**config.mk**
```make
export PLATFORM = sky130hd
export DESIGN_NAME = muon_decay_acq_ctrl
export DESIGN_NICKNAME = d
export VERILOG_FILES = /design/src/rtl/muon_decay_acq_ctrl.sv
export SDC_FILE = /design/constraint.sdc
export NUM_CORES = 1
export LEC_CHECK = 0
export BUFFER_PORTS_ARGS = -buffer_cell sky130_fd_sc_hd__buf_2
export CELL_PAD_IN_SITES_DETAIL_PLACEMENT = 1
export CELL_PAD_IN_SITES_GLOBAL_PLACEMENT = 2
export CORE_ASPECT_RATIO = 1.4
export CORE_MARGIN = 8
export CORE_UTILIZATION = 35
export DETAILED_ROUTE_END_ITERATION = 6
export GPL_TIMING_DRIVEN = 0
export PLACE_DENSITY = 0.73
export SETUP_SLACK_MARGIN = 0.1
export SKIP_LAST_GASP = 1
export SYNTH_ARGS = -nofsm -noshare
export SYNTH_HDL_FRONTEND = slang
export SYNTH_SLANG_ARGS = --single-unit
```
**constraint.sdc**
```tcl
create_clock -name clk -period 3.08 [get_ports clk]
set_input_delay 0.154 -clock clk [delete_from_list [all_inputs] [get_ports clk]]
set_output_delay 0.154 -clock clk [all_outputs]
set_load 0.005 [all_outputs]
```
**src/rtl/muon_decay_acq_ctrl.sv**
```systemverilog
// Muon-decay acquisition sequencer: arms the detector window, applies holdoff after each capture,
// queues delta-times in a fall-through FIFO and keeps run statistics. DECAY_TIMESTAMP_EN adds 32-bit entry timestamps.
module muon_decay_acq_ctrl #(
  parameter int FIFO_AW = 4
) (
  input  logic               clk,
  input  logic               aresetn,
  input  logic               run,
  input  logic               clear,
  input  logic [15:0]        cfg_window,
  input  logic [15:0]        cfg_holdoff,
  input  logic [31:0]        cfg_max_events,
  input  logic               single_pulse,
  input  logic               dp_double_trig,
  input  logic [15:0]        dp_delta,
  output logic [15:0]        dp_window,
`ifdef DECAY_TIMESTAMP_EN
  output logic [47:0]        evt_tdata,
`else
  output logic [15:0]        evt_tdata,
`endif
  output logic               evt_tvalid,
  input  logic               evt_tready,
  output logic [FIFO_AW:0]   fifo_level,
  output logic               busy,
  output logic               done,
  output logic [31:0]        n_singles,
  output logic [31:0]        n_doubles,
  output logic [31:0]        n_dropped
);

  localparam int DEPTH = 2 ** FIFO_AW;
`ifdef DECAY_TIMESTAMP_EN
  localparam int DW = 48;
`else
  localparam int DW = 16;
`endif

  typedef enum logic [1:0] {S_IDLE, S_ARMED, S_HOLDOFF, S_DONE} state_t;

  state_t             state_q, state_d;
  logic               run_q, trig_q, trig_prev_q;
  logic [15:0]        delta_q;
  logic [15:0]        win_q, win_d, hold_q, hold_d, hcnt_q, hcnt_d;
  logic [31:0]        cap_q, cap_d;
  logic [31:0]        n_singles_q, n_singles_d, n_doubles_q, n_doubles_d, n_dropped_q, n_dropped_d;
  logic [FIFO_AW-1:0] wr_ptr_q, wr_ptr_d, rd_ptr_q, rd_ptr_d;
  logic [FIFO_AW:0]   level_q, level_d;
  logic [DW-1:0]      mem_q [DEPTH];
  logic [DW-1:0]      entry;
  logic               capture, fifo_full, push, pop, active;
`ifdef DECAY_TIMESTAMP_EN
  logic [31:0]        ts_q, ts_d;
  assign entry = {ts_q, delta_q};
`else
  assign entry = delta_q;
`endif

  function automatic logic [31:0] sat_inc(input logic [31:0] v);
    return (v == 32'hFFFF_FFFF) ? v : v + 32'd1;
  endfunction

  // Trigger and run are registered, so a capture acts one edge after the detector edge is sampled.
  assign capture   = trig_q & ~trig_prev_q;
  // Occupancy never exceeds DEPTH, so the MSB alone marks full (pre-pop).
  assign fifo_full = level_q[FIFO_AW];
  assign pop       = (level_q != '0) & evt_tready;
  assign active    = (state_q == S_ARMED) || (state_q == S_HOLDOFF);

  always_comb begin
    state_d     = state_q;
    win_d       = win_q;
    hold_d      = hold_q;
    hcnt_d      = hcnt_q;
    cap_d       = cap_q;
    n_singles_d = n_singles_q;
    n_doubles_d = n_doubles_q;
    n_dropped_d = n_dropped_q;
    push        = 1'b0;
`ifdef DECAY_TIMESTAMP_EN
    ts_d        = ts_q + 32'd1;
`endif

    case (state_q)
      S_IDLE: begin
        if (run_q) begin
          win_d   = cfg_window;
          hold_d  = cfg_holdoff;
          cap_d   = '0;
          state_d = S_ARMED;
`ifdef DECAY_TIMESTAMP_EN
          ts_d    = '0;
`endif
        end
      end
      S_ARMED: begin
        if (!run_q) begin
          state_d = S_IDLE;
        end else if (capture) begin
          if (!fifo_full) begin
            push        = 1'b1;
            n_doubles_d = sat_inc(n_doubles_q);
            cap_d       = cap_q + 32'd1;
          end else begin
            n_dropped_d = sat_inc(n_dropped_q);
          end
          if ((cfg_max_events != '0) && (cap_d == cfg_max_events)) begin
            state_d = S_DONE;
          end else if (hold_q != '0) begin
            state_d = S_HOLDOFF;
            hcnt_d  = hold_q;
          end
        end
      end
      S_HOLDOFF: begin
        if (!run_q) begin
          state_d = S_IDLE;
        end else begin
          hcnt_d = hcnt_q - 16'd1;
          if (hcnt_q == 16'd1) state_d = S_ARMED;
        end
      end
      S_DONE: begin
        if (!run_q) state_d = S_IDLE;
      end
      default: state_d = S_IDLE;
    endcase

    if (active && single_pulse) n_singles_d = sat_inc(n_singles_q);

    wr_ptr_d = wr_ptr_q;
    rd_ptr_d = rd_ptr_q;
    level_d  = level_q;
    if (push) wr_ptr_d = wr_ptr_q + 1'b1;
    if (pop)  rd_ptr_d = rd_ptr_q + 1'b1;
    if (push && !pop)      level_d = level_q + 1'b1;
    else if (!push && pop) level_d = level_q - 1'b1;

    if (clear) begin
      state_d     = S_IDLE;
      hcnt_d      = '0;
      cap_d       = '0;
      n_singles_d = '0;
      n_doubles_d = '0;
      n_dropped_d = '0;
      push        = 1'b0;
      wr_ptr_d    = '0;
      rd_ptr_d    = '0;
      level_d     = '0;
`ifdef DECAY_TIMESTAMP_EN
      ts_d        = '0;
`endif
    end
  end

  always_ff @(posedge clk or negedge aresetn) begin
    if (!aresetn) begin
      state_q     <= S_IDLE;
      run_q       <= 1'b0;
      trig_q      <= 1'b0;
      trig_prev_q <= 1'b0;
      delta_q     <= '0;
      win_q       <= '0;
      hold_q      <= '0;
      hcnt_q      <= '0;
      cap_q       <= '0;
      n_singles_q <= '0;
      n_doubles_q <= '0;
      n_dropped_q <= '0;
      wr_ptr_q    <= '0;
      rd_ptr_q    <= '0;
      level_q     <= '0;
`ifdef DECAY_TIMESTAMP_EN
      ts_q        <= '0;
`endif
    end else begin
      state_q     <= state_d;
      run_q       <= run;
      trig_q      <= dp_double_trig;
      trig_prev_q <= trig_q;
      delta_q     <= dp_delta;
      win_q       <= win_d;
      hold_q      <= hold_d;
      hcnt_q      <= hcnt_d;
      cap_q       <= cap_d;
      n_singles_q <= n_singles_d;
      n_doubles_q <= n_doubles_d;
      n_dropped_q <= n_dropped_d;
      wr_ptr_q    <= wr_ptr_d;
      rd_ptr_q    <= rd_ptr_d;
      level_q     <= level_d;
`ifdef DECAY_TIMESTAMP_EN
      ts_q        <= ts_d;
`endif
    end
  end

  always_ff @(posedge clk) begin
    if (push) mem_q[wr_ptr_q] <= entry;
  end

  // Head is gated so stale storage never shows after reset or clear.
  assign evt_tvalid = (level_q != '0);
  assign evt_tdata  = evt_tvalid ? mem_q[rd_ptr_q] : '0;
  assign fifo_level = level_q;
  assign dp_window  = active ? win_q : 16'd0;
  assign busy       = active;
  assign done       = (state_q == S_DONE);
  assign n_singles  = n_singles_q;
  assign n_doubles  = n_doubles_q;
  assign n_dropped  = n_dropped_q;

endmodule

```
== Yosys cells after proc, flatten, opt, wreduce, memory -nomap -nowiden ==
Memories as Yosys holds them, arrays and structs flattened.
Cells that the tools add are included.

* Bits in registers: 210
* Bits in latches: 0
* RAM bits: 256
* ROM bits: 0
* Input port bits: 87
* Output and inout bits: 136
* Logic and storage cells: 135
* Memories kept: 1

* Add/sub/neg operators: 9
* Multiply operators: 0
* Div/mod/pow operators: 0
* $lt $le $gt $ge: 0
* Equality and inequality tests: 22
* Shift operators: 0
* Multiplexer cells: 57
* Bitwise logic cells: 3
* Reductions and logical operators: 28

{| class="wikitable"
|+ Memories
! name !! depth !! width !! read ports !! clocked after Yosys merged registers in !! write ports !! RTL line !! RTL
|-
| mem_q || 16 || 16 || 1 || 0 || 1 || 49 || <nowiki>logic [DW-1:0] mem_q [DEPTH];</nowiki>
|}

{| class="wikitable"
|+ Operator list
! operator !! count
|-
| 32-bit two-way mux || 23
|-
| 32-bit by 1-bit adder with 32-bit output, second input constant || 4
|-
| 16-bit two-way mux || 8
|-
| 32-bit == test, second input constant || 3
|-
| 32-bit one-hot mux with 2 select lines || 1
|-
| 32-bit == test || 1
|-
| 16-bit one-hot mux with 2 select lines || 1
|-
| 32-bit nonzero test || 1
|-
| 2-bit two-way mux || 9
|-
| 3-bit inequality test, second input constant || 6
|-
| 16-bit by 1-bit == test with 1-bit output, second input constant || 1
|-
| 4-bit two-way mux || 4
|-
| 16-bit nonzero test || 1
|-
| 16-bit by 1-bit subtractor with 16-bit output, second input constant || 1
|-
| 5-bit two-way mux || 3
|-
| 5-bit AND reduction || 3
|-
| 2-bit nonzero test || 7
|-
| 3-bit nonzero test || 3
|-
| 4-bit by 1-bit adder with 4-bit output, second input constant || 2
|-
| 2-bit inequality test, second input constant || 4
|-
| 2-bit one-hot mux with 4 select lines || 1
|-
| 1-bit two-way mux || 7
|-
| 6-bit AND reduction || 1
|-
| 5-bit by 1-bit adder with 5-bit output, second input constant || 1
|-
| 16 further kinds || 23
|}

== Depth between registers and ports, before layout ==
Gate-level depths: netlist of run 1.

* Word-level depth: 12
* Depth in mapped cells: 14
* Depth with buffers taken out: 14

== Least setup slack after synthesis of run 1 ==
Ideal clock, no wire load.

* Path type: register to register
* From: reg level_q[4], in the netlist fifo_level[4]
* To: reg hcnt_q[1]
* Setup time: 0.087 ns
* Arrival: 3.264 ns
* Data required time: 2.993 ns
* Path slack: -0.271 ns
* Cell stages (with the launch flop): 14
* Path buffers: 3
* Clock period less this slack: 3.351 ns
* Path through: dfrtp_1 -> and4b_1 -> buf_4 -> nand3_1 -> or4b_2 -> xnor2_1 -> or4_4 -> nor3_4 -> o2111ai_4 -> a21boi_2 -> buf_6 -> buf_12 -> nor2_2 -> a211oi_2

* Cells in the longest elaborated chain, start to end: 8

{| class="wikitable"
|+ RTL lines
! what !! RTL line !! RTL
|-
| start, declared || 48 || <nowiki>logic [FIFO_AW:0] level_q, level_d;</nowiki>
|-
| start signal, assigned || 191 || <nowiki>level_q <= level_d;</nowiki>
|-
| 32-bit two-way mux || 100 || <nowiki>if (!fifo_full) begin</nowiki>
|-
| 32-bit two-way mux || 99 || <nowiki>end else if (capture) begin</nowiki>
|-
| 32-bit two-way mux || 97 || <nowiki>if (!run_q) begin</nowiki>
|-
| 32-bit two-way mux || 84 || <nowiki>case (state_q)</nowiki>
|-
| 32-bit == test || 107 || <nowiki>if ((cfg_max_events != '0) && (cap_d == cfg_max_events)) begin</nowiki>
|-
| 1-bit logical AND || 107 ||
|-
| 3-bit inequality test (no line) || - ||
|-
| 6-bit AND reduction (no line) || - ||
|-
| end signal, assigned || 184 || <nowiki>hcnt_q <= hcnt_d;</nowiki>
|-
| end, declared || 44 || <nowiki>logic [15:0] win_q, win_d, hold_q, hold_d, hcnt_q, hcnt_d;</nowiki>
|}

Every way passes these cells. The select of a mux whose other input is x is not followed.
A chain may end at the register's enable or synchronous reset.

== Worst setup path in the final report of run 1 ==
* From: reg level_q[4], in the netlist fifo_level[4]
* To: reg hcnt_q[3]

Same word-level chain as after synthesis.

==> summary.txt, run 1 <==
Synthesis
  – Synthesized flop and latch total: 466
  – Adder-Cell Fraction of Synth Area: 1.16%
  – Cell with the most instances after synthesis: edfxtp_1
  – EDFF count, synth: approximately 260
  – Cell variety after synth: 73
  – Seq/Total Area, Yosys: around 61%
  – Gate Count Post-Synth: 1,603
  – Share of the synthesized area in the top cell type: 36.3%
  – Fraction of registers with async set/reset: a little under half
  – Xor/xnor share of the synthesized area: under 10%
  – Avg Cell Area, Syn: around 13 um^2
  – Largest cells by area after synthesis: edfxtp_1 (36%), dfrtp_1 (25%), mux4_2 (8.5%)
  – Synth Net Count: ~1,700
  – Yosys Warn Count: 0
  – Compound-Gate Fraction of Synth Area: 4.97%
  – Largest family of logic cells by synthesized area: simple AND/OR/NAND/NOR gates
  – Mapped cell area: 21,200 um^2
  – Yosys top cell by area: edfxtp_1
  – Synth Flop Type: edfxtp_1
  – Post-synthesis mux area share: a little under an eighth
  – Top cells by instance count after synthesis: edfxtp_1 (256), dfrtp_1 (210), nor2_1 (167), nand2_1 (110), xor2_1 (90)
  – Post-Synth Simple-Gate Area: around 14%

Route
  – Remaining DRCs: 0
  – 1st-pass router iterations: 4
  – WL/cell: 22.2 um
  – DRT iter0 DRCs: around 540
  – Final WL: ~64,000 um
  – Post-DR vias/cell: 5.10
  – Antenna Nets Post-Route: 0
  – Via count: between 10,000 and 15,000

Placement
  – Worst slack at placement: -966 ps
  – Hpwl dp: ~45,000 um
  – Placed Cells: 2,660
  – GPL Wtd Cong: 0.818
  – PortBufs: between 200 and 250
  – Cell Area, Placed: between 20,000 and 25,000 um^2

Layout
  – Filler cell count: 6,294
  – Share of layout cells above drive strength 1: roughly 30%
  – Post-route design area: roughly 27,000 um^2
  – Fin nets: between 2,000 and 2,500
  – Area Growth Syn to Fin: 27.3%
  – Fin util: between 40% and 50%
  – Finished Layout Cells: between 2,000 and 3,000

Clock network
  – Clk sink count: approximately 470
  – Reg clk slew, reported paths: approximately 60 ps
  – Root Driver: clkbuf_16
  – Max H-tree Level: 2
  – Clock insertion delay at the later pin of the skew report: between 500 and 600 ps
  – CTS tree: done
  – CTS Buffer Depth: 3
  – Number of buffers created by CTS: 49

Floorplanning
  – # IOs: between 200 and 250
  – Core area: a little over 60,000 um^2
  – DIE HEIGHT: 307 um
  – Initial Util: 35.1%
  – Num rows: 107
  – Die ar.: slightly below 70,000 um^2
  – Chip width: roughly 220 um

GRT
  – Largest net degree at the start of global routing: 91
  – Vias in the first global route: 16,200
  – GRT overflow: 0
  – GRT Total Usage: between 15 and 20%
  – First-pass GRT wire length: between 90,000 and 100,000 um
  – Initial antenna violation count: 5

Worst setup path
  – Worst path max stage delay: 530 ps
  – CP Buf/Inv Count: 3
  – Max FO, Critical Path: 5
  – Crit Path Category: register to register
  – CP max stage cell: or4b_4
  – Worst Setup End Kind: register
  – Worst EP required: 3500 ps
  – CP Cell Sequence: and4b_1, buf_6, nand3_4, or4b_4, xnor2_2, or4_4, nor3_4, o2111ai_4, a21boi_2, buf_6, buf_12, mux2i_1, o21ai_1
  – Most frequent CP cell: buf_6
  – Signal arrival time at the worst endpoint: approximately 3800 ps
  – CP Launch Type: register
  – CP delay by family, top: simple AND/OR/NAND/NOR gates

Power and ir drop
  – PD cells: roughly 650 nW/um^2
  – Clock network power share: roughly 36%
  – Sequential share of power: ~41%
  – Max IR drop VDD: about 0.47 mV
  – Sw power: 5000 uW
  – Sw Share: 28.3%
  – Leakage: about 0.011 uW
  – Logic pwr share: a little under a quarter
  – Internal power: 12,700 uW

STA
  – Max Slew Vio Count: 0
  – Setup TNS Final: -4570 ps
  – Slew of the pin with the lowest slew margin: ~900 ps
  – Peak Freq: 0.294 GHz
  – Worst setup margin: -319 ps
  – Setup violations, final: 18
  – Final hold vios: 0
  – Worst slew margin: a little over 40%
  – Shortest period the worst path allows: ~3400 ps
  – Fin crit share: 110%
  – RSZ-0062 raised after global routing: true
  – Fin Clk Skew: 22.2 ps

Outcome
  – Status: finished with violations
  – Failing checks: setup timing

Hold path
  – Hold Crit Class: input pin to async pin

Flow run
  – MaxCap Viol Count: 0
## flip-flops by register name (all words and copies together) (netlist names)
signal       cells
hcnt_q          16
win_q           16
cap_q           32
run_q            1
n_doubles       32
hold_q          16
trig_q           1
wr_ptr_q         4
fifo_level       5
mem_q          256
n_singles       32
n_dropped       32
trig_prev_q      1
delta_q         16
state_q          2
rd_ptr_q         4
## final cells by class
cell class	instances	area (um^2)	area share, %
antenna	4	10.0	0.0371
buffer	71	455	1.69
clock buffer	59	1290	4.79
clock inverter	32	393	1.46
inverter	32	120	0.445
multi-input combinational	1031	8220	30.4
sequential	466	13000	48.0
tap	817	1020	3.79
timing repair buffer	355	2520	9.35
## metal layers
| metal | up-vias | share of wire (%) | GRT usage, % |
|---|---|---|---|
| met5 | - | 0.013 | 0 |
| met4 | 2 | 3.4 | 6.55 |
| met3 | 120 | 5.2 | 3.87 |
| met2 | 340 | 53 | 33.7 |
| met1 | 7454 | 38 | 20.7 |
| li1 | 6718 | - | - |
## per-stage QoR
step | hold slack, ps | total power (uW)
final | 68.0 | 17700
after detailed placement | 89.2 | 11100
after CTS | 32.9 | 17800
after floorplan | -142 | 9690
after global routing | 60.0 | 18500
after global placement | 264 | 11000
## worst register-to-register path: stages, from the launching register on
cell and delay [ps]:
dfrtp_2 400, and4b_1 250, buf_6 130, nand3_4 80
or4b_4 530, xnor2_2 150, or4_4 530, nor3_4 220
o2111ai_4 190, a21boi_2 210, buf_6 160, buf_12 110
mux2i_1 190, o21ai_1 70
## cell usage in the layout, fill, tap and decap left out, drive strengths merged, types with 14 or more instances in the layout
| master | Yosys | routed |
|---|---|---|
| ha | 18 | 18 |
| mux2i | 16 | 16 |
| inv | 32 | 35 |
| a21oi | 39 | 39 |
| nand3 | 57 | 57 |
| nor2 | 168 | 168 |
| xnor2 | 53 | 53 |
| edfxtp | 256 | 256 |
| buf | 23 | 329 |
| mux4 | 80 | 80 |
| mux2 | 39 | 39 |
| clkbuf | 51 | 103 |
| xor2 | 90 | 90 |
| dlygate4sd3 | 0 | 52 |
| and4 | 17 | 17 |
| nand4 | 41 | 41 |
| o21ai | 70 | 70 |
| nor3 | 27 | 27 |
| nor2b | 28 | 28 |
| clkinv | 0 | 19 |
| and3 | 20 | 20 |
| and2 | 30 | 30 |
| or3 | 14 | 14 |
| dfrtp | 210 | 210 |
| nor4 | 23 | 23 |
| nand2 | 110 | 110 |
## kinds of logic after synthesis
group                      Yosys count
and+or+nand+nor                    563
buffers and inverters              106
xor gates and xnor gates           143
muxes                              135
adders and majority gates           19
DFF                                466
AOI/OAI and AO/OA                  171
## power groups by stage
stage	combinational (uW)	clock, uW	sequential, uW
global route	4580	6650	7260
CTS	4180	6460	7210
finish	4180	6260	7220
floorplan	2470	0	7220
global placement	3720	0	7300
detailed placement	3810	0	7330
## what timing repair did
action,4_1_cts,5_1_grt
setup endpoints to repair,338,210
setup buffers,39,23
pin swaps,28,19
hold buffers,52,0
gates cloned,2,0
endpoints found under the hold margin,180,0
resized for setup,132,40
## worst paths after layout
kind | startpoint | to | slack [ps] | cells past startpoint
worst max-delay path | fifo_level[4] | hcnt_q[3] | -320 | 13
worst min-delay path | aresetn | delta_q[9] | 70 | 2
worst max register to register | fifo_level[4] | hcnt_q[3] | -320 | 13
worst min register to register | trig_q | trig_prev_q | 390 | 0
max in group asynchronous | aresetn | n_singles[2] | 1710 | 4
min in group clk | single_pulse | n_singles[20] | 80 | 5
Note: power is estimated with default switching activity, not from simulation.
==> inputs of run 2 (changes only) <==
--- a/config.mk
+++ b/config.mk
@@ -5,15 +5,16 @@
 export SDC_FILE = /design/constraint.sdc
 export NUM_CORES = 1
 export LEC_CHECK = 0
+export ABC_AREA = 1
 export BUFFER_PORTS_ARGS = -buffer_cell sky130_fd_sc_hd__buf_2
 export CELL_PAD_IN_SITES_DETAIL_PLACEMENT = 1
 export CELL_PAD_IN_SITES_GLOBAL_PLACEMENT = 2
 export CORE_ASPECT_RATIO = 1.4
 export CORE_MARGIN = 8
-export CORE_UTILIZATION = 35
+export CORE_UTILIZATION = 34
 export DETAILED_ROUTE_END_ITERATION = 6
 export GPL_TIMING_DRIVEN = 0
-export PLACE_DENSITY = 0.73
+export PLACE_DENSITY = 0.78
 export SETUP_SLACK_MARGIN = 0.1
 export SKIP_LAST_GASP = 1
 export SYNTH_ARGS = -nofsm -noshare
==> run 2 against run 1 <==
Net effect: synthesized cell count increased by 49%; maximum frequency increased by 13%; utilization decreased by 2.7 points; the run now ends clean; sequential cell count unchanged; sequential power increased by 2%; total power decreased by 0.52%; largest cell class unchanged; critical path depth decreased by 5; highest routed layer unchanged; global-route usage increased by 3.4 points.
==> summary.txt, run 2 <==
Placement
  – PortBufs: 221 (-0.45%)
  – Hpwl dp: 60,500 um (+35%)
  – Cell Area, Placed: 24,800 um^2 (+4.4%)
  – Worst slack at placement: -326 ps (+641 ps)
  – GPL Wtd Cong: 0.855 (+4.6%)

STA
  – Peak Freq: 0.333 GHz (+13%)
  – Fin Clk Skew: 19.0 ps (-3.20 ps)
  – Final hold vios: 0 (unchanged)
  – Fin crit share: 97.6% (-13 points)
  – Max Slew Vio Count: 0 (unchanged)
  – RSZ-0062 raised after global routing: true
  – Slew of the pin with the lowest slew margin: 1030 ps (+155 ps)
  – Shortest period the worst path allows: 3010 ps (-394 ps)
  – WHS: 62.2 ps (-5.80 ps)
  – Worst setup margin: 74.9 ps (+394 ps)
  – Setup violations, final: 0 (-18)
  – Worst slew margin: 30.6% (-10 points)

Floorplanning
  – Die ar.: 74,100 um^2 (+7.7%)
  – Core area: 65,100 um^2 (+7.9%)
  – Chip width: 232 um (+3.8%)
  – Num rows: 111 (+3.7%)
  – Initial Util: 34.2% (-0.89 points)
  – DIE HEIGHT: 319 um (+3.8%)
  – # IOs: 223 (unchanged)

GRT
  – Largest net degree at the start of global routing: 101 (+11%)
  – First-pass GRT wire length: 125,000 um (+28%)
  – GRT Total Usage: 21.7% (+3.4 points)
  – Initial antenna violation count: 3 (-2)
  – GRT overflow: 0 (unchanged)
  – Vias in the first global route: 20,900 (+29%)

Clock network
  – Number of buffers created by CTS: 49 (unchanged)
  – Reg clk slew, reported paths: 60 ps (about the same)
  – Clock insertion delay at the later pin of the skew report: 620 ps (+30 ps)
  – CTS Buffer Depth: 3 (unchanged)
  – Clk sink count: 466 (unchanged)
  – Max H-tree Level: 2 (unchanged)
  – Root Driver: clkbuf_16
  – CTS tree: done

Power and ir drop
  – Clock network power share: 34.9% (-0.6 points)
  – Logic pwr share: 23.2% (-0.5 points)
  – Sw power: 5700 uW (+14%)
  – Sequential share of power: 41.9% (+1.0 points)
  – Max IR drop VDD: 0.401 mV (-15%)
  – Sw Share: 32.5% (+4.2 points)
  – Internal power: 11,900 uW (-6.3%)
  – Leakage: 0.0113 uW (+6.2%)
  – PD cells: 641 nW/um^2 (-1.9%)

Worst setup path
  – Worst r2r src: state_q[1]
  – Signal arrival time at the worst endpoint: 2850 ps (-970 ps)
  – Crit path to: evt_tdata[0]
  – Crit path from: rd_ptr_q[1]
  – Reg2reg setup slack: 190 ps (+510 ps)
  – Worst EP required: 2930 ps (-570 ps)
  – Worst Setup End Kind: output port
  – Crit Path Category: register to output port
  – CP Launch Type: register
  – Max FO, Critical Path: 10 (+5)
  – Reg2reg end: mem_q[0][4]
  – Worst R2R Path Depth: 9 (-4)

Route
  – WL/cell: 22.6 um (+2.0%)
  – 1st-pass router iterations: 5 (+1)
  – Antenna Nets Post-Route: 0 (unchanged)
  – Final WL: 82,200 um (+29%)
  – DRT iter0 DRCs: 1,097 (+100%)
  – Post-DR vias/cell: 5.29 (+3.6%)
  – Remaining DRCs: 0 (unchanged)
  – Via count: 19,200 (+32%)

Synthesis
  – Seq/Total Area, Yosys: 58.0% (-3.0 points)
  – Post-synthesis mux area share: 1.26% (-10 points)
  – Avg Cell Area, Syn: 9.32 um^2 (-30%)
  – Cell variety after synth: 54 (-26%)
  – Synthesized flop and latch total: 466 (unchanged)
  – Synth Net Count: 2,499 (+46%)
  – Synth Flop Type: edfxtp_1
  – Top cells by instance count after synthesis: nand2_1 (407), nor2_1 (354), edfxtp_1 (256), o21ai_0 (241), inv_1 (228)
  – Share of the synthesized area in the top cell type: 34.5% (-1.8 points)
  – Fraction of registers with async set/reset: 45.1% (unchanged)
  – Xor/xnor share of the synthesized area: 1.20% (-4.7 points)
  – Yosys Warn Count: 0 (unchanged)
  – Yosys top cell by area: edfxtp_1
  – Largest cells by area after synthesis: edfxtp_1 (34%), dfrtp_1 (24%), nand2_1 (6.9%)
  – Largest family of logic cells by synthesized area: simple AND/OR/NAND/NOR gates
  – Compound-Gate Fraction of Synth Area: 12.2% (+7.2 points)
  – Adder-Cell Fraction of Synth Area: 1.10% (-0.057 points)
  – Cell with the most instances after synthesis: nand2_1
  – Mapped cell area: 22,300 um^2 (+5.2%)
  – EDFF count, synth: 256 (unchanged)
  – Gate Count Post-Synth: 2,393 (+49%)
  – Post-Synth Simple-Gate Area: 20.6% (+7.1 points)

Hold path
  – Hold Crit Class: input pin to register

Flow run
  – MaxCap Viol Count: 0 (unchanged)

Layout
  – ANT cells: 0 (-4)
  – Most frequent cells in the layout: nand2_1 (404), nor2_1 (333), edfxtp_1 (256)
  – Commonest non-fill, non-tap cell in the layout: nand2_1
  – Filler cell count: 7,474 (+19%)
  – Share of layout cells above drive strength 1: 17.5% (-13 points)
  – Max reg flops: 256 (unchanged)
  – Post-route design area: 27,400 um^2 (+1.5%)
  – Area Growth Syn to Fin: 22.8%
  – Fin util: 42.0% (-2.7 points)
  – Fin nets: 2,856 (+35%)
  – Most flop-heavy register: mem_q

Outcome
  – Status: complete, no violations
==> run 2: final cells by class <==
| class | instances | area, um^2 | area share (%) |
|---|---|---|---|
| clock inverter | 30 | 280 | 1.02 |
| multi-input combinational | 1602 | 8340 | 30.5 |
| tap | 847 | 1060 | 3.87 |
| clock buffer | 62 | 1360 | 4.96 |
| sequential | 466 | 12900 | 47.3 |
| inverter | 235 | 891 | 3.25 |
| buffer | 89 | 435 | 1.59 |
| timing repair buffer | 307 | 2070 | 7.57 |
==> run 2: metal layers <==
layer	vias to the layer above	track usage [%]	wire, um
met1	9669	23.3	30500
met4	4	8.42	3300
met5	-	0	27
met2	461	40.7	43900
li1	8944	-	-
met3	167	4.67	4490
==> run 2: through the flow <==
stage               std cells  power (uW)  setup TNS [ps]
floorplan                2393        9610               0
global placement         3461       11200         -777710
detailed placement       3481       11400          -12920
CTS                      3635       17700               0
global route             3638       18400               0
finish                   3638       17600               0
==> run 2: what timing repair did <==
item / 4_1_cts / 5_1_grt
resized for setup: 66 / 47
endpoints found under the setup margin: 189 / 197
pin swaps: 5 / 3
hold buffers: 53 / 0
buffers inserted: 10 / 3
endpoints found under the hold margin: 160 / 0
==> run 2: how the worst min path moves through the flow <==
stage / to / cells past startpoint / from / slack [ps]
detailed placement: cap_q[20] / 1 / aresetn / 60
CTS: fifo_level[4] / 4 / evt_tready / 6
global route: fifo_level[4] / 4 / evt_tready / 60
floorplan: cap_q[0] / 0 / aresetn / -140
global placement: run_q / 1 / run / 270
finish: fifo_level[4] / 4 / evt_tready / 60
==> run 2: worst max-delay path, cell delays in order, from the launching register on <==
cell and delay, ps:
dfrtp_1 420, inv_1 90, clkbuf_2 300, clkbuf_2 340
o21ai_0 160, o221ai_1 310, nand3_1 120, a21oi_1 320
buf_2 180
==> run 2: cells by family after synthesis <==
group / Yosys count
XOR/XNOR: 24
adder cells (fa/ha/maj): 19
multiplexers: 25
buffers and inverters: 325
AO/OA/AOI/OAI: 479
flip-flops: 466
AND/OR/NAND/NOR: 1055
==> run 2: power by group through the flow <==
stage | sequential (uW) | combinational (uW) | clock [uW]
after global routing | 7400 | 4500 | 6450
after floorplan | 7340 | 2270 | 0
after detailed placement | 7470 | 3890 | 0
after global placement | 7450 | 3750 | 0
after CTS | 7350 | 4050 | 6260
final | 7350 | 4080 | 6120
